--- config.mk ---
export PLATFORM = sky130hd
export DESIGN_NAME = uart_tx
export DESIGN_NICKNAME = d
export VERILOG_FILES = /design/src/rtl/uart_tx.sv
export SDC_FILE = /design/constraint.sdc
export NUM_CORES = 1
export LEC_CHECK = 0
export CORE_MARGIN = 10
export CORE_UTILIZATION = 55
export DETAILED_ROUTE_END_ITERATION = 16
export PLACE_DENSITY_LB_ADDON = 0.1
export SLEW_MARGIN = 20
export SYNTH_ARGS = -nofsm -noshare
export SYNTH_HDL_FRONTEND = slang
export SYNTH_SLANG_ARGS = --single-unit
--- constraint.sdc ---
create_clock -name clk -period 5.9 [get_ports clk]
set_input_delay 0.885 -clock clk [delete_from_list [all_inputs] [get_ports clk]]
set_output_delay 0.885 -clock clk [all_outputs]
set_load 0.02 [all_outputs]
--- src/rtl/uart_tx.sv ---
// UART serial transmitter: valid/ready byte intake, framed LSB-first serial output
// with optional parity and one or two stop bits. The line idles high.
module uart_tx #(
  parameter int CLKS_PER_BIT = 868,
  parameter int DATA_BITS    = 8,
  parameter int PARITY_EN    = 0,
  parameter int PARITY_ODD   = 0,
  parameter int STOP_BITS    = 1
) (
  input  logic                 clk,
  input  logic                 arst_n,
  input  logic [DATA_BITS-1:0] tx_data,
  input  logic                 tx_valid,
  output logic                 tx_ready,
  output logic                 tx,
  output logic                 tx_busy,
  output logic                 tx_done
);

  localparam int                BAUD_W     = $clog2(CLKS_PER_BIT);
  localparam logic [BAUD_W-1:0] BAUD_LAST  = BAUD_W'(CLKS_PER_BIT - 1);
  localparam logic [2:0]        DATA_LAST  = 3'(DATA_BITS - 1);
  localparam logic [2:0]        STOP_LAST  = 3'(STOP_BITS - 1);
  localparam logic              PARITY_INV = (PARITY_ODD != 0);

  typedef enum logic [2:0] {
    S_IDLE,
    S_START,
    S_DATA,
    S_PARITY,
    S_STOP
  } state_e;

  state_e               state_q, state_d;
  logic [BAUD_W-1:0]    baud_q, baud_d;
  logic [2:0]           bit_q, bit_d;
  logic [DATA_BITS-1:0] shift_q, shift_d;
  logic                 parity_q, parity_d;
  logic                 tx_q, tx_d;
  logic                 done_q, done_d;
  logic                 bit_end;

  always_ff @(posedge clk or negedge arst_n) begin
    if (!arst_n) begin
      state_q  <= S_IDLE;
      baud_q   <= '0;
      bit_q    <= '0;
      shift_q  <= '0;
      parity_q <= 1'b0;
      tx_q     <= 1'b1;
      done_q   <= 1'b0;
    end else begin
      state_q  <= state_d;
      baud_q   <= baud_d;
      bit_q    <= bit_d;
      shift_q  <= shift_d;
      parity_q <= parity_d;
      tx_q     <= tx_d;
      done_q   <= done_d;
    end
  end

  assign bit_end = (baud_q == BAUD_LAST);

  // tx_d is the line level of the state being entered, so tx stays registered
  always_comb begin
    state_d  = state_q;
    baud_d   = baud_q + BAUD_W'(1);
    bit_d    = bit_q;
    shift_d  = shift_q;
    parity_d = parity_q;
    tx_d     = tx_q;
    done_d   = 1'b0;

    case (state_q)
      S_IDLE: begin
        baud_d = '0;
        bit_d  = '0;
        tx_d   = 1'b1;
        if (tx_valid) begin
          shift_d  = tx_data;
          parity_d = (^tx_data) ^ PARITY_INV;
          state_d  = S_START;
          tx_d     = 1'b0;
        end
      end
      S_START: begin
        if (bit_end) begin
          baud_d  = '0;
          bit_d   = '0;
          state_d = S_DATA;
          tx_d    = shift_q[0];
        end
      end
      S_DATA: begin
        if (bit_end) begin
          baud_d = '0;
          if (bit_q == DATA_LAST) begin
            bit_d = '0;
            if (PARITY_EN != 0) begin
              state_d = S_PARITY;
              tx_d    = parity_q;
            end else begin
              state_d = S_STOP;
              tx_d    = 1'b1;
            end
          end else begin
            bit_d   = bit_q + 3'd1;
            shift_d = shift_q >> 1;
            tx_d    = shift_q[1];
          end
        end
      end
      S_PARITY: begin
        if (bit_end) begin
          baud_d  = '0;
          bit_d   = '0;
          state_d = S_STOP;
          tx_d    = 1'b1;
        end
      end
      S_STOP: begin
        tx_d = 1'b1;
        if (bit_end) begin
          baud_d = '0;
          if (bit_q == STOP_LAST) begin
            bit_d   = '0;
            state_d = S_IDLE;
            done_d  = 1'b1;
          end else begin
            bit_d = bit_q + 3'd1;
          end
        end
      end
      default: begin
        state_d = S_IDLE;
        tx_d    = 1'b1;
      end
    endcase
  end

  assign tx_ready = (state_q == S_IDLE);
  assign tx_busy  = ~tx_ready;
  assign tx       = tx_q;
  assign tx_done  = done_q;

endmodule

==> impl_metrics.json, run 1 <==
{
  "drc_errors": 0,
  "viasPerCell": 5.62,
  "hold_class": "reg2reg",
  "crit_type": "reg2out",
  "synth_edf_count": 0,
  "synth-xor-area-share": 0.0506,
  "utilization": 0.644,
  "wire_per_inst_um": 14.0,
  "grt_overflow_total": 0,
  "clk_transition_reported_paths_ns": 0.14,
  "hold_viol_final": 0,
  "worst_r2r_path_depth": 5,
  "track_usage": 0.107,
  "area_delta_synth_final_pct": 13.2,
  "grt_max_degree": 27,
  "cts_buffer_depth": 2,
  "avgSynthCellArea_um2": 10.6,
  "worst_skew_pair.late_latency_ns": 0.32,
  "crit_fanout": 13,
  "clkSinkCount": 26,
  "num_vias": 973,
  "fmax_mhz": 359,
  "coreArea_mm2": 0.00243,
  "cts_setup_buffers": 0,
  "dr.pass1.iters": 4,
  "r2r-start": "baud_q[0]",
  "pre_cts_slack_ns": 3.15,
  "portBuffers": 14,
  "initial_core_util": 0.569,
  "top_level_ports": 15,
  "die_w_um": 70.2,
  "antenna_found_initial": 0,
  "grt_pass1_vias": 1020,
  "setup_tns_ns": 0,
  "die_area_mm2": 0.00492,
  "worstPathRequired_ns": 5.02,
  "drive_above_1_share": 0.189,
  "cp_slowest_cell": "clkdlybuf4s50_1",
  "synthSimpleGateAreaFrac": 0.161,
  "layout_commonest_cell": "dfrtp_1",
  "peakVddDrop_uv": 125,
  "dpl.hpwl_um": 1840,
  "placed_area_mm2": 0.00153,
  "critPathLaunchType": "register",
  "fin_nets": 159,
  "synthMuxAreaShare": 0.154,
  "synth-main-ff-cell": "dfrtp_1",
  "status": "completed",
  "synthArstFlopShare": 1.00,
  "tightest_slew_ns": 0.963,
  "syn_nets": 145,
  "crit_start": "state_q[0]",
  "p_leak_nw": 0.660,
  "place.gp.congestion": 0.831,
  "finalSetupViolations": 0,
  "die_h_um": 70.2,
  "rows": 18,
  "syn_area_mm2": 0.00138,
  "yosysWarnings": 0,
  "synth_top_family_by_area": "simple AND/OR/NAND/NOR gates",
  "synth_compound_area_frac": 0.0769,
  "finalCriticalPeriod_ns": 2.78,
  "synth.distinct_cells": 33,
  "grt_first_pass_wirelength_um": 4530,
  "synthCells": 130,
  "final_max_slew_viol_count": 0,
  "insertedDiodeCount": 0,
  "grt_setup_unrepaired": "no",
  "cts_buffers": 3,
  "drt_iter0_drc": 127,
  "cts_tree": "done",
  "hold_depth": 1,
  "fin_ws_ns": 3.12,
  "postRouteAntennaNets": 0,
  "ys_seq_area_frac": 0.471,
  "powerDensity_mw_per_mm2": 183,
  "final.period_utilization": 0.472,
  "fin_area_mm2": 0.00157,
  "netlist_top_cells_area": "dfrtp_1, mux2_2, nor2_1",
  "synth_seq_cells": 26,
  "max_slew_margin": 0.358,
  "max_stage_delay_ns": 0.59,
  "skew_ns": 0.00195,
  "root_buffer": "clkbuf_4",
  "synthAdderAreaFrac": 0.0434,
  "worstHoldStart": "baud_q[0]",
  "cts_resized": 0,
  "arrival_ns": 1.90,
  "wirelength_um": 2430,
  "postCtsHoldBufs": 0,
  "synth_top_area_cell": "dfrtp_1",
  "power_w": 0.000287,
  "most-common-layout-cells": "dfrtp_1, mux2_2, nor2_1, clkdlybuf4s50_1, inv_1",
  "drv_cap": 0,
  "htree_levels": 1,
  "end_kind": "output port",
  "synth_top_area_frac": 0.452,
  "crit_chain": "nor2_1, nand2_1, inv_1, clkdlybuf4s50_1"
}
cell usage after synthesis, drive strengths merged, types with 3 or more instances:
cell type / number
dfrtp: 25
mux2: 18
nor2: 16
inv: 9
nand2: 6
nand3: 6
xnor2: 6
a21oi: 5
clkbuf: 4
ha: 4
nand4: 3
critical path: cells and delay by family (launching register included):
kind | cells | cell delay, ns
buffers and inverters | 2 | 0.66
DFF | 1 | 0.57
and+or+nand+nor | 2 | 0.35
cell families after synthesis:
kind of cell,count (synthesis)
AOI/OAI and AO/OA,13
xor gates and xnor gates,8
adders and majority gates,5
buffers and inverters,14
DFF,26
muxes,19
and+or+nand+nor,45
state kept, by name, summed over array words and instances (netlist names):
signal and count:
baud_q 10, tx 1, bit_q 3, tx_done 1, state_q 3, shift_q 8
power by group:
part           internal (W)  switching (W)
registers          0.000181     0.00000119
clock network     0.0000377      0.0000526
logic            0.00000917     0.00000556
final timing paths:
kind,endpoint,slack [ns]
max,tx_ready,3.12
min,baud_q[0],0.51
max reg2reg,shift_q[5],3.16
min reg2reg,baud_q[0],0.51
max in group asynchronous,tx,5.00
min in group asynchronous,tx_done,0.54
metal layers:
metal  wire length [um]  up-vias  track usage
met2               1140       21        0.170
met4                 12        0       0.0395
met1               1180      469        0.139
met5                  0        -            0
met3                 92        2       0.0212
li1                   -      481            -
layout make-up:
cell class / count / area (um2)
Tap cell: 30 / 37.5
Timing Repair Buffer: 14 / 135
Sequential cell: 26 / 652
Clock buffer: 4 / 36.3
Multi-Input combinational cell: 90 / 672
Inverter: 9 / 33.8
Fill cell: 212 / 866
metrics by stage:
| step | instances | hold WS [ns] |
|---|---|---|
| after floorplan | 130 | 0.455 |
| after global placement | 169 | 0.468 |
| after detailed placement | 169 | 0.494 |
| after CTS | 173 | 0.513 |
| after global routing | 173 | 0.544 |
| final | 173 | 0.513 |
(Power assumes the default switching activity.)
==> run 2: changes to the inputs <==
- clock period: 5.9 -> 2.6 ns (I/O delays scaled with it)
==> run 2 against run 1 <==
Critical path type is now reg2reg. Non-clock buffer count increased by 5. Clock power increased by 89%. Sequential share of layout area decreased by 0.91 points. Highest routed layer unchanged. Combinational power increased by 140%. Power increased by 120%. Clock skew increased by 0.0055 ns. Clock-buffer cell count unchanged. Cell area increased by 2.2%. Sequential power increased by 130%.
==> impl_metrics.json, run 2 (same netlist as run 1, synthesis figures left out) <==
{
  "arrival_ns": 2.67,
  "initial_core_util": 0.569,
  "max_slew_margin": 0.597,
  "drv_cap": 0,
  "place.gp.congestion": 0.754,
  "crit_type": "reg2reg",
  "postRouteAntennaNets": 0,
  "grt_overflow_total": 0,
  "regArea_um2": 652,
  "peakVddDrop_uv": 373,
  "drc_errors": 0,
  "die_area_mm2": 0.00492,
  "layout_commonest_cell": "dfrtp_1",
  "crit_fanout": 7,
  "cts_buffer_depth": 2,
  "grt_setup_unrepaired": "no",
  "hold_viol_final": 0,
  "wirelength_um": 2710,
  "finalSetupViolations": 0,
  "p_clk_frac": 0.276,
  "wire_per_inst_um": 15.2,
  "die_h_um": 70.2,
  "postCtsHoldBufs": 0,
  "fin_nets": 164,
  "cts_setup_buffers": 0,
  "clkSinkCount": 26,
  "setup_tns_ns": 0,
  "clk_transition_reported_paths_ns": 0.14,
  "p_seq_frac": 0.667,
  "rows": 18,
  "coreArea_mm2": 0.00243,
  "final_max_slew_viol_count": 0,
  "grt_first_pass_wirelength_um": 4760,
  "swShare": 0.205,
  "worstPathRequired_ns": 2.81,
  "fillerInstances": 206,
  "drt_iter0_drc": 107,
  "powerDensity_mw_per_mm2": 387,
  "final.period_utilization": 0.944,
  "reg_top3": "baud_q (10), shift_q (8)",
  "viasPerCell": 5.63,
  "p_comb_frac": 0.058,
  "cts_resized": 0,
  "largest_reg_flops": 10,
  "critPathLaunchType": "register",
  "portBuffers": 14,
  "power.switching_w": 0.000127,
  "top_level_ports": 15,
  "cts_buffers": 3,
  "grt_max_degree": 15,
  "num_vias": 1002,
  "finalCriticalPeriod_ns": 2.46,
  "grt_pass1_vias": 1051,
  "dpl.hpwl_um": 2100,
  "most-common-layout-cells": "dfrtp_1, mux2_2, nor2_1, clkdlybuf4s50_1, inv_1",
  "track_usage": 0.114,
  "regMostFlops": "baud_q",
  "area_delta_synth_final_pct": 15.7,
  "drive_above_1_share": 0.209,
  "dr.pass1.iters": 4,
  "multiInputGateArea_um2": 674,
  "cts_tree": "done",
  "htree_levels": 1,
  "worst_skew_pair.late_latency_ns": 0.31,
  "p_int_w": 0.000492,
  "fmax_mhz": 407,
  "hold_class": "in2async",
  "skew_ns": 0.00749,
  "tightest_slew_ns": 0.603,
  "utilization": 0.658,
  "insertedDiodeCount": 0,
  "p_leak_nw": 0.677,
  "die_w_um": 70.2,
  "status": "completed",
  "antenna_found_initial": 0,
  "end_kind": "register",
  "worst_r2r_path_depth": 6,
  "root_buffer": "clkbuf_4"
}
## run 2: changes by cell type in the layout (fill, tap and decap cells not counted)
cell             previous run  this run
clkbuf_8                    1         0
buf_2                       1         0
ha_2                        0         1
clkdlybuf4s50_1            13        14
buf_4                       0         5
clkbuf_1                    0         1
ha_1                        4         3
## run 2: final cells by class
type,count,area share
inverter,9,0.0211
timing repair buffer,19,0.111
clock buffer,4,0.0164
multi-input combinational,90,0.421
sequential,26,0.407
tap,30,0.0234
## run 2: path summary, 6_finish.rpt
path / slack, ns / endpoint / start
worst max-delay path: 0.14 / shift_q[6] / baud_q[0]
worst min-delay path: 0.44 / state_q[0] / arst_n
worst max register to register: 0.14 / shift_q[6] / baud_q[0]
worst min register to register: 0.51 / baud_q[0] / baud_q[0]
max in group asynchronous: 1.48 / tx / arst_n
min in group clk: 0.51 / baud_q[0] / baud_q[0]
## run 2: worst max-delay path, stage by stage (launching register included)
cell     delay [ns]
dfrtp_1        0.42
ha_2           0.24
or3b_1         0.37
or4_1          0.48
o41ai_4        0.30
buf_4          0.21
mux2_2         0.34
## run 2: through the flow
| step | hold WS (ns) | setup WS [ns] | total power, W | instances | cell area (um2) |
|---|---|---|---|---|---|
| 4_1_cts | 0.462 | 0.104 | 0.000625 | 178 | 1600 |
| 3_5_place_dp | 0.486 | 0.130 | 0.000457 | 174 | 1570 |
| 3_3_place_gp | 0.465 | 0.220 | 0.000455 | 174 | 1570 |
| 6_report | 0.439 | 0.145 | 0.000619 | 178 | 1600 |
| 5_1_grt | 0.475 | 0.0172 | 0.000646 | 178 | 1600 |
| 2_1_floorplan | 0.0944 | 0.147 | 0.000430 | 130 | 1380 |
## run 2: power groups by stage
stage | combinational (W) | clock (W) | sequential [W]
detailed placement | 0.0000366 | 0 | 0.000421
CTS | 0.0000368 | 0.000175 | 0.000413
global route | 0.0000397 | 0.000193 | 0.000414
global placement | 0.0000353 | 0 | 0.000420
floorplan | 0.0000107 | 0 | 0.000420
finish | 0.0000357 | 0.000171 | 0.000413
## run 2: per-layer routing
metal,up-vias,part of all wire,track usage
met3,2,0.044,0.0240
met5,-,0,0
met1,495,0.44,0.135
met2,22,0.51,0.196
li1,483,-,-
met4,0,0.0044,0.0395
==> run 3: changes to the inputs <==
- SETUP_SLACK_MARGIN: unset -> 0.3
==> run 3 against run 2 <==
Worst hold slack got worse by 0.019 ns. Die area unchanged. Cell area rose by 5.6%. Clock-buffer cell count unchanged. Final cell count is 3.9% higher. Critical endpoint is now shift_q[3]. Largest cell class unchanged.
==> impl_metrics.json, run 3 (same netlist as run 1, synthesis figures left out) <==
{
  "status": "completed",
  "cp_top_family": "simple AND/OR/NAND/NOR gates",
  "initial_core_util": 0.569,
  "final_max_slew_viol_count": 0,
  "most-common-layout-cells": "dfrtp_1, mux2_2, nor2_1, clkdlybuf4s50_1, buf_4",
  "setup_tns_ns": 0,
  "die_h_um": 70.2,
  "p_leak_nw": 0.745,
  "tightest_slew_ns": 0.571,
  "clk_transition_reported_paths_ns": 0.14,
  "finalSetupViolations": 0,
  "max_slew_margin": 0.618,
  "p_int_w": 0.000519,
  "drt_iter0_drc": 149,
  "grt_overflow_total": 0,
  "area_delta_synth_final_pct": 22.2,
  "path_buf_inv": 1,
  "fin_ws_ns": 0.361,
  "viasPerCell": 5.65,
  "layout_commonest_cell": "dfrtp_1",
  "grt_use_met1": 0.144,
  "antenna_found_initial": 0,
  "dr.pass1.iters": 4,
  "worst_r2r_endpoint": "shift_q[3]",
  "cts_tree": "done",
  "worstPathRequired_ns": 2.82,
  "htree_levels": 1,
  "final.period_utilization": 0.861,
  "place.gp.congestion": 0.772,
  "drive_above_1_share": 0.277,
  "portBuffers": 14,
  "crit_fanout": 7,
  "swShare": 0.204,
  "power_w": 0.000652,
  "grt_max_degree": 27,
  "crit_chain": "ha_2, or3b_4, or4_4, o41ai_4, buf_6, mux2_2",
  "hold_class": "in2async",
  "end_kind": "register",
  "dpl.cell_count": 174,
  "power.switching_w": 0.000133,
  "insertedDiodeCount": 0,
  "use_met2": 0.189,
  "cts_buffers": 3,
  "root_buffer": "clkbuf_4",
  "max_stage_delay_ns": 0.44,
  "postCtsHoldBufs": 0,
  "p_comb_frac": 0.056,
  "busiest_layer": "met2",
  "wire_per_inst_um": 14.9,
  "peakVddDrop_uv": 299,
  "cts_buffer_depth": 2,
  "worst_skew_pair.late_latency_ns": 0.32,
  "worst_r2r_path_depth": 6,
  "postRouteAntennaNets": 0,
  "finalCriticalPeriod_ns": 2.24,
  "r2r-start": "baud_q[0]",
  "pre_cts_slack_ns": 0.109,
  "arrival_ns": 2.46,
  "num_vias": 1045,
  "skew_ns": 0.00286,
  "grt_first_pass_wirelength_um": 4890,
  "drc_errors": 0,
  "wirelength_um": 2770,
  "cp_slowest_cell": "or4_4",
  "p_seq_frac": 0.633,
  "coreArea_mm2": 0.00243,
  "reg_top3": "baud_q (10), shift_q (8)",
  "rows": 18,
  "dpl.hpwl_um": 1980,
  "critPathLaunchType": "register",
  "fin_nets": 171,
  "grt_setup_unrepaired": "yes",
  "top_level_ports": 15,
  "clkSinkCount": 26,
  "die_area_mm2": 0.00492,
  "die_w_um": 70.2,
  "drv_cap": 0,
  "holdWs_ns": 0.421,
  "hold_viol_final": 0,
  "regMostFlops": "baud_q",
  "grt_util_met3": 0.0268,
  "grt_pass1_vias": 1083,
  "p_clk_frac": 0.311,
  "largest_reg_flops": 10,
  "crit_type": "reg2reg",
  "fmax_mhz": 447,
  "layout.cells.non_filler": 185,
  "powerDensity_mw_per_mm2": 385,
  "track_usage": 0.116,
  "ff2ff_setup_slack_ns": 0.36
}
==> run 3: final cells by class <==
type                    instances  area (um2)
fillers                       188         741
multi-input cells              90         696
flip-flops and latches         26         652
repair buffers                 26         236
well taps                      30        37.5
clock buffers                   4        36.3
inverters                       9        33.8
==> run 3: through the flow <==
| step | instance area, um2 | utilization |
|---|---|---|
| detailed placement | 1580 | 0.648 |
| global route | 1690 | 0.695 |
| CTS | 1680 | 0.690 |
| global placement | 1580 | 0.648 |
| finish | 1690 | 0.695 |
| floorplan | 1390 | - |
==> run 3: worst max-delay path by stage <==
stage                     startpoint    endpoint  slack (ns)  cells after the start
after floorplan            baud_q[0]  shift_q[0]        0.23                      6
after CTS                  baud_q[1]  shift_q[3]        0.24                      6
after global placement     baud_q[0]  shift_q[2]        0.20                      5
after detailed placement   baud_q[0]  shift_q[3]        0.11                      5
after global routing       baud_q[0]  shift_q[7]        0.27                      7
final                      baud_q[0]  shift_q[3]        0.36                      6
==> run 3: timing repair <==
item / 4_1_cts / 5_1_grt
gates resized for setup: 6 / 2
setup buffers: 6 / 1
pin swaps: 3 / 1
setup endpoints to repair: 8 / 22
==> run 3: routing by layer <==
layer / share of wire / vias up
met5: 0 / -
met4: 0.012 / 0
met3: 0.057 / 4
met2: 0.50 / 37
met1: 0.43 / 507
li1: - / 497
==> run 3: worst reg2reg max path, cell delays in order, from the launching register on <==
cell     delay [ns]
dfrtp_1        0.38
ha_2           0.18
or3b_4         0.38
or4_4          0.44
o41ai_4        0.24
buf_6          0.19
mux2_2         0.34
==> run 3: power by group through the flow <==
stage	logic, W	clock network, W	registers, W
floorplan	0.0000107	0	0.000420
global placement	0.0000353	0	0.000420
detailed placement	0.0000363	0	0.000421
CTS	0.0000369	0.000212	0.000413
global route	0.0000399	0.000223	0.000414
finish	0.0000362	0.000203	0.000413
